## src/rtl/inpkt_pkg.sv

```systemverilog
// ---------------------------------------------------------------------------
// inpkt_pkg
// Shared definitions for the input-packet parser: FSM state encoding, header
// word field positions, word/checksum widths, default framing parameters and
// a length-legality helper.
// ---------------------------------------------------------------------------
package inpkt_pkg;

  // Parser states, in the order a well-formed packet walks through them.
  typedef enum logic [2:0] {
    HDR0    = 3'd0,
    HDR1    = 3'd1,
    HDR2    = 3'd2,
    PAYLOAD = 3'd3,
    CKSUM   = 3'd4,
    HALT    = 3'd5
  } state_t;

  localparam int WORD_W  = 16;
  localparam int CKSUM_W = 16;

  // Header word 0 layout: {version, type}
  localparam int W0_VER_MSB  = 15;
  localparam int W0_VER_LSB  = 8;
  localparam int W0_TYPE_MSB = 7;
  localparam int W0_TYPE_LSB = 0;

  localparam logic [7:0] DEF_PKT_VERSION = 8'h02;
  localparam int         DEF_PKT_MAX_LEN = 4096;

  // A length word is legal when it is non-zero and no larger than max_len.
  function automatic logic len_legal(input logic [WORD_W-1:0] len, input int max_len);
    return (len != '0) && ({16'd0, len} <= 32'(max_len));
  endfunction

endpackage

```

## src/rtl/inpkt_parser.sv

```systemverilog
// ---------------------------------------------------------------------------
// inpkt_parser
// Frames the 16-bit word stream popped from a first-word-fall-through input
// FIFO into packets (W0={ver,type}, W1=len, W2=id, payload[len], checksum)
// and forwards payload words to the core over valid/ready.
//
// Ports
//   CLK, RESET        clock; asynchronous active-high reset
//   din, empty        FIFO read data (valid while ~empty)
//   rd_en             FIFO pop, never asserted while empty
//   dout/_valid/_ready/_first/_last   payload output register handshake
//   pkt_type, pkt_id  header fields of the current packet
//   pkt_done, pkt_ok  one-cycle checksum verdict after the checksum pop
//   pkt_count         count of packets with a good checksum (wraps)
//   err_version, err_len, err_cksum   sticky error flags
// ---------------------------------------------------------------------------
module inpkt_parser
  import inpkt_pkg::*;
#(
  parameter logic [7:0] PKT_VERSION = DEF_PKT_VERSION,
  parameter int         PKT_MAX_LEN = DEF_PKT_MAX_LEN
) (
  input  logic              CLK,
  input  logic              RESET,
  input  logic [WORD_W-1:0] din,
  input  logic              empty,
  output logic              rd_en,
  output logic [WORD_W-1:0] dout,
  output logic              dout_valid,
  input  logic              dout_ready,
  output logic              dout_first,
  output logic              dout_last,
  output logic [7:0]        pkt_type,
  output logic [15:0]       pkt_id,
  output logic              pkt_done,
  output logic              pkt_ok,
  output logic [15:0]       pkt_count,
  output logic              err_version,
  output logic              err_len,
  output logic              err_cksum
);

  localparam int LEN_W = $clog2(PKT_MAX_LEN + 1);
  localparam logic [LEN_W-1:0] REM_ONE = LEN_W'(1);

  state_t              state_reg, state_next;
  logic [LEN_W-1:0]    rem_reg;
  logic [CKSUM_W-1:0]  sum_reg;
  logic                first_pend_reg;

  logic [WORD_W-1:0]   dout_reg;
  logic                dout_valid_reg, dout_first_reg, dout_last_reg;
  logic [7:0]          pkt_type_reg;
  logic [15:0]         pkt_id_reg, pkt_count_reg;
  logic                pkt_done_reg, pkt_ok_reg;
  logic                err_version_reg, err_len_reg, err_cksum_reg;

  logic                rd_en_next;
  logic                out_free;
  logic                ver_ok, len_ok, last_pop, ck_match;

  // The output register can take a new word when empty or being drained now.
  assign out_free = ~dout_valid_reg | dout_ready;
  assign ver_ok   = (din[W0_VER_MSB:W0_VER_LSB] == PKT_VERSION);
  assign len_ok   = len_legal(din, PKT_MAX_LEN);
  assign last_pop = (rem_reg == REM_ONE);
  assign ck_match = (din == sum_reg);

  // ---- FSM: state register ----
  always_ff @(posedge CLK or posedge RESET) begin
    if (RESET) state_reg <= HDR0;
    else       state_reg <= state_next;
  end

  // ---- FSM: next-state logic; every transition requires a pop ----
  always_comb begin
    state_next = state_reg;
    case (state_reg)
      HDR0:    if (rd_en_next) state_next = ver_ok ? HDR1 : HALT;
      HDR1:    if (rd_en_next) state_next = len_ok ? HDR2 : HALT;
      HDR2:    if (rd_en_next) state_next = PAYLOAD;
      PAYLOAD: if (rd_en_next && last_pop) state_next = CKSUM;
      CKSUM:   if (rd_en_next) state_next = HDR0;
      default: state_next = HALT;
    endcase
  end

  // ---- FSM: output logic (FIFO pop) ----
  // Payload and checksum pops wait for room in the output register; gating the
  // checksum pop this way also guarantees the last word is accepted first.
  always_comb begin
    rd_en_next = 1'b0;
    case (state_reg)
      HDR0, HDR1, HDR2: rd_en_next = ~empty;
      PAYLOAD, CKSUM:   rd_en_next = ~empty & out_free;
      default:          rd_en_next = 1'b0;
    endcase
  end

  assign rd_en = rd_en_next;

  // ---- Payload output register ----
  always_ff @(posedge CLK or posedge RESET) begin
    if (RESET) begin
      dout_reg       <= '0;
      dout_valid_reg <= 1'b0;
      dout_first_reg <= 1'b0;
      dout_last_reg  <= 1'b0;
    end else if (rd_en_next && state_reg == PAYLOAD) begin
      dout_reg       <= din;
      dout_valid_reg <= 1'b1;
      dout_first_reg <= first_pend_reg;
      dout_last_reg  <= last_pop;
    end else if (dout_ready) begin
      dout_valid_reg <= 1'b0;
    end
  end

  // ---- Header capture, running sum, counters and error flags ----
  always_ff @(posedge CLK or posedge RESET) begin
    if (RESET) begin
      rem_reg         <= '0;
      sum_reg         <= '0;
      first_pend_reg  <= 1'b0;
      pkt_type_reg    <= '0;
      pkt_id_reg      <= '0;
      pkt_count_reg   <= '0;
      pkt_done_reg    <= 1'b0;
      pkt_ok_reg      <= 1'b0;
      err_version_reg <= 1'b0;
      err_len_reg     <= 1'b0;
      err_cksum_reg   <= 1'b0;
    end else begin
      pkt_done_reg <= 1'b0;
      pkt_ok_reg   <= 1'b0;
      if (rd_en_next) begin
        case (state_reg)
          HDR0: begin
            // Sum restarts with W0 itself.
            sum_reg <= din;
            if (ver_ok) pkt_type_reg <= din[W0_TYPE_MSB:W0_TYPE_LSB];
            else        err_version_reg <= 1'b1;
          end
          HDR1: begin
            sum_reg <= sum_reg + din;
            if (len_ok) rem_reg <= din[LEN_W-1:0];
            else        err_len_reg <= 1'b1;
          end
          HDR2: begin
            sum_reg        <= sum_reg + din;
            pkt_id_reg     <= din;
            first_pend_reg <= 1'b1;
          end
          PAYLOAD: begin
            sum_reg        <= sum_reg + din;
            rem_reg        <= rem_reg - REM_ONE;
            first_pend_reg <= 1'b0;
          end
          CKSUM: begin
            pkt_done_reg <= 1'b1;
            pkt_ok_reg   <= ck_match;
            if (ck_match) pkt_count_reg <= pkt_count_reg + 16'd1;
            else          err_cksum_reg <= 1'b1;
          end
          default: ;
        endcase
      end
    end
  end

  assign dout        = dout_reg;
  assign dout_valid  = dout_valid_reg;
  assign dout_first  = dout_first_reg;
  assign dout_last   = dout_last_reg;
  assign pkt_type    = pkt_type_reg;
  assign pkt_id      = pkt_id_reg;
  assign pkt_done    = pkt_done_reg;
  assign pkt_ok      = pkt_ok_reg;
  assign pkt_count   = pkt_count_reg;
  assign err_version = err_version_reg;
  assign err_len     = err_len_reg;
  assign err_cksum   = err_cksum_reg;

endmodule

```

## config.mk

```make
export PLATFORM = sky130hd
export DESIGN_NAME = inpkt_parser
export DESIGN_NICKNAME = d
export VERILOG_FILES = /design/src/rtl/inpkt_pkg.sv /design/src/rtl/inpkt_parser.sv
export SDC_FILE = /design/constraint.sdc
export NUM_CORES = 1
export LEC_CHECK = 0
export BUFFER_PORTS_ARGS = -buffer_cell sky130_fd_sc_hd__buf_2
export CAP_MARGIN = 25
export CORE_ASPECT_RATIO = 1.1
export CORE_UTILIZATION = 57
export DETAILED_ROUTE_END_ITERATION = 10
export GPL_ROUTABILITY_DRIVEN = 0
export HOLD_SLACK_MARGIN = 0.08
export PLACE_DENSITY = 0.86
export SKIP_LAST_GASP = 1
export SYNTH_ARGS = -nofsm -noshare
export SYNTH_HDL_FRONTEND = slang
export SYNTH_SLANG_ARGS = --single-unit
export TNS_END_PERCENT = 1
```

## constraint.sdc

```tcl
create_clock -name CLK -period 8.4 [get_ports CLK]
set_clock_uncertainty 0.1 [all_clocks]
set_input_delay 1.68 -clock CLK [delete_from_list [all_inputs] [get_ports CLK]]
set_output_delay 1.68 -clock CLK [all_outputs]
set_load 0.05 [all_outputs]
```

# After elaboration in Yosys (flattened, before gate mapping)
# Index checks and enable logic that the tools add are counted.
# classes
add_sub_neg	3
n_lt_le_gt_ge	1
n_eq_ne	13
muxes	19
n_bitwise	7
reduce_logical	22
# op_table
cell	n
16-bit case mux with 2 select lines	1
13-bit case mux with 2 select lines	1
3-bit 2-to-1 mux	7
3-bit AND reduction	6
16-bit by 1-bit adder with 16-bit output, second input constant	1
16-bit adder	1
16-bit == test	1
16-bit by 13-bit <= comparator with 1-bit output, second input constant	1
16-bit nonzero test	1
3-bit case mux with 5 select lines	1
13-bit by 1-bit == test with 1-bit output, second input constant	1
13-bit 2-to-1 mux	1
13-bit by 1-bit subtractor with 13-bit output, second input constant	1
2-bit != test, second input constant	6
8-bit by 2-bit == test with 1-bit output, second input constant	1
2-bit nonzero test	4
3-bit by 2-bit == test with 1-bit output, second input constant	2
1-bit 2-to-1 mux	6
2-bit AND reduction	3
3-bit OR reduction	2
1-bit inverter	5
5-bit AND reduction	1
1-bit case mux with 2 select lines	2
3-bit by 1-bit == test with 1-bit output, second input constant	1
6 further kinds	8
# word_totals
reg_bits	97
input_bits	20
output_inout_bits	65
word_cells	81

# Logic depth before layout (Yosys ltp)
# logic_depth
word_depth	7
depth_mapped	9
mapped_depth_nobuf	8

# Worst setup path before layout
# OpenSTA, ideal clock, no wires.
# synth_path
kind	input to output
from	input port dout_ready
to	output port rd_en
arrival_ns	2.588
required_time_ns	6.620
slack_ns	4.032
cell_stages	4
n_path_buf	0
cell_sequence	nor2b_1 a21oi_1 nor2_1 nor2_1
# synth_via
elab_chain_cells	3
# synth_lines
item	line_no	source
from (decl)	inpkt_parser.sv:30	input logic dout_ready,
1-bit OR	inpkt_parser.sv:63	assign out_free = ~dout_valid_reg | dout_ready;
1-bit bitwise AND	inpkt_parser.sv:95	PAYLOAD, CKSUM: rd_en_next = ~empty & out_free;
1-bit case mux with 2 select lines	inpkt_parser.sv:93	case (state_reg)
to (decl)	inpkt_parser.sv:27	output logic rd_en,
# No other way between the ends.

# Worst setup path in the final report
# Ends and elaborated chain as after synthesis.

==> metrics <==
final routed DRC violation total=0; WHS=0.378 ns; Clk pwr share=around a fifth; crit path launch=dout_ready; Final Hold Vio Count=0; Post-synth EDFFs=0; CTS clk-pin slew, worst paths=approximately 0.10 ns; syn nets=546; status=finished, final reports clean; Final Slew Violations=0; FF-to-FF setup slack=5.08 ns; post-synthesis sequential area ratio=47.5%; Top FF cell, synth=dfrtp_1; RSZ-0062 raised after global routing=false; Int Power=1.00 mW; core footprint=approximately 8500 sq um; headroom to the max-slew limit=around two fifths; syn_area_per_cell=10.1 sq um; Die X=92.3 microns; Synth Register Bits=97; Max IR drop VDD=164 uV; Slew @ Worst Pin=0.874 ns; worst r2r src=state_reg[1]; worst skew pair latency=0.37 ns; Tmin final=4.40 ns; area occupied by multi-input gates=2540 sq um; dpl hpwl=about 9 mm; Comb power frac=between 40 and 50%; DRT iter0 DRCs=approximately 430; Post-Synthesis Cell Area=5110 sq um; worst endpoint data arrival time=2.62 ns; Lkg Pwr=2.81 nW; Post-DP Area=between 5000 and 6000 sq um; layout cell share with drive strength beyond 1=around 27%; CP Launch Type=input port; hold buffer count at cts=0; largest net degree at the start of global routing=76; Root Buffer=clkbuf_8; H-tree depth=3; maxcap violations=0; initial antenna violation count=0; Fin Setup TNS=0 ns; fmax=0.227 GHz; NumNets Final=621; r2r endpoint=pkt_count[10]; drt wl/cell=18.8 microns; CP Max Fanout=3; CTS Buffer Depth=2; share of flip-flops with an asynchronous set or reset=100%; total grt overflow=0; vias in the first global route=4,181; number of iterations in the first detailed-routing pass=5; CP max stage delay=0.33 ns; CP endpoint=rd_en; Crit Path Class=in -> out; total routed wirelength=between 10 and 15 mm; ANT cells=0; Sink Count=between 90 and 100; Post-Synthesis Cells=507; CTS tree=yes; Routed Antenna Nets=0; post-CTS setup buffers=0; final period utilization=about 52%; sequential fraction of design power=37.2%; synth warn=0; GRT Util Overall=between 20 and 30%; routed vias=4,331; Final setup viols=0; Critical Path RT=6.62 ns; reg2reg path depth=6; first-pass GRT wire length=20.7 mm; Starting Density=between 50 and 60%; HP Class=reg -> reg; # IOs=85; WP buf/inv=2; Num CTS Buffers=9; crit path max-delay cell type=nor2b_1; Cell Pwr Density=approximately 310 nW/um^2; Die H=101 microns; Sw Pwr=0.798 mW; family with the most delay on the worst path=simple AND/OR/NAND/NOR gates; fin area=5870 sq um; die area=9350 sq um; Stages on worst setup path=6; storage element area=2430 sq um; post-cts resize count=0; CP endpoint kind=primary output; row cnt=35; filler instances=625; Net Sw Frac=44.3%; crit path cell chain=buf_2 -> nor2b_1 -> a21oi_1 -> nor2_1 -> nor2_1 -> buf_2; vias per cell=approximately 6.2; IO Port Bufs=84; library cells used by synthesis=58; P&R area growth vs syn=14.9%
worst min path at each step:
stage,start,endpoint,cells past startpoint
after global placement,err_version,err_version,1
after detailed placement,err_version,err_version,1
after global routing,err_version,err_version,1
final,err_version,err_version,1
after floorplan,first_pend_reg,first_pend_reg,1
after CTS,err_len,err_len,1
cells by family (layout without fill, tap and decap cells):
group	count (synthesis)	after routing	share of synthesized area, %
buffers and inverters	36	116	2.94
xor gates and xnor gates	28	28	4.95
muxes	43	43	9.45
AOI/OAI and AO/OA	130	130	15.0
and+or+nand+nor	154	154	15.3
adders and majority gates	19	19	4.80
DFF	97	97	47.5
worst reg2reg max path: stages, from the launching register on:
cell      delay, ns
dfrtp_1        0.56
nor2_1         0.75
nand4b_1       0.49
nor3_4         0.49
and4_1         0.44
and4_4         0.29
xor2_2         0.14
cells in the mapped netlist (4+ instances only):
master,n,area [sq um]
nor4_1,7,43.8
ha_1,18,225
and3_1,4,25.0
xor2_1,4,35.0
xnor2_1,23,201
a21oi_1,43,215
clkbuf_1,19,71.3
mux2_2,42,473
a21o_1,8,60.1
o21ai_0,39,195
inv_1,10,37.5
dfrtp_1,97,2430
nand3_1,18,90.1
o22ai_1,5,31.3
nor3_1,13,65.1
nor2_1,39,146
nand4_1,9,56.3
o31ai_1,4,30.0
nand2_1,34,128
o21bai_1,4,30.0
a31oi_1,8,50.1
through the flow:
stage	utilization [%]	setup WS, ns	instances	total power [mW]
floorplan	-	4.03	507	1.27
global placement	65.4	4.06	679	1.40
detailed placement	65.4	4.03	679	1.44
CTS	68.2	4.03	695	1.78
global route	68.7	3.94	698	1.91
finish	68.7	4.00	698	1.80
layout by cell type (no fill, tap or decap), types with 18 or more instances in the layout:
| cell type | synthesis | layout |
|---|---|---|
| dfrtp_1 | 97 | 97 |
| buf_2 | 3 | 84 |
| a21oi_1 | 43 | 43 |
| mux2_2 | 42 | 42 |
| nor2_1 | 39 | 39 |
| o21ai_0 | 39 | 39 |
| nand2_1 | 34 | 34 |
| xnor2_1 | 23 | 23 |
| nand3_1 | 18 | 18 |
| ha_1 | 18 | 18 |
final cells by class:
class / instances / area share, %
inverter: 10 / 0.661
clock inverter: 7 / 1.92
sequential: 97 / 41.4
multi-input combinational: 374 / 43.2
clock buffer: 9 / 2.11
tap: 111 / 2.37
timing repair buffer: 90 / 8.34
power by group through the flow:
stage	Clock, mW	Combinational (mW)	Sequential, mW
after floorplan	0	0.523	0.744
after global placement	0	0.741	0.663
after detailed placement	0	0.769	0.672
after CTS	0.344	0.776	0.664
after global routing	0.364	0.865	0.683
final	0.341	0.792	0.670
layer usage:
| layer | part of all wire (%) | global-route usage [%] |
|---|---|---|
| met1 | 40 | 36.3 |
| met2 | 49 | 47.4 |
| met3 | 7.1 | 5.56 |
| met4 | 3.7 | 16.0 |
| met5 | 0 | 0 |
Note: power is estimated with default switching activity, not from simulation.
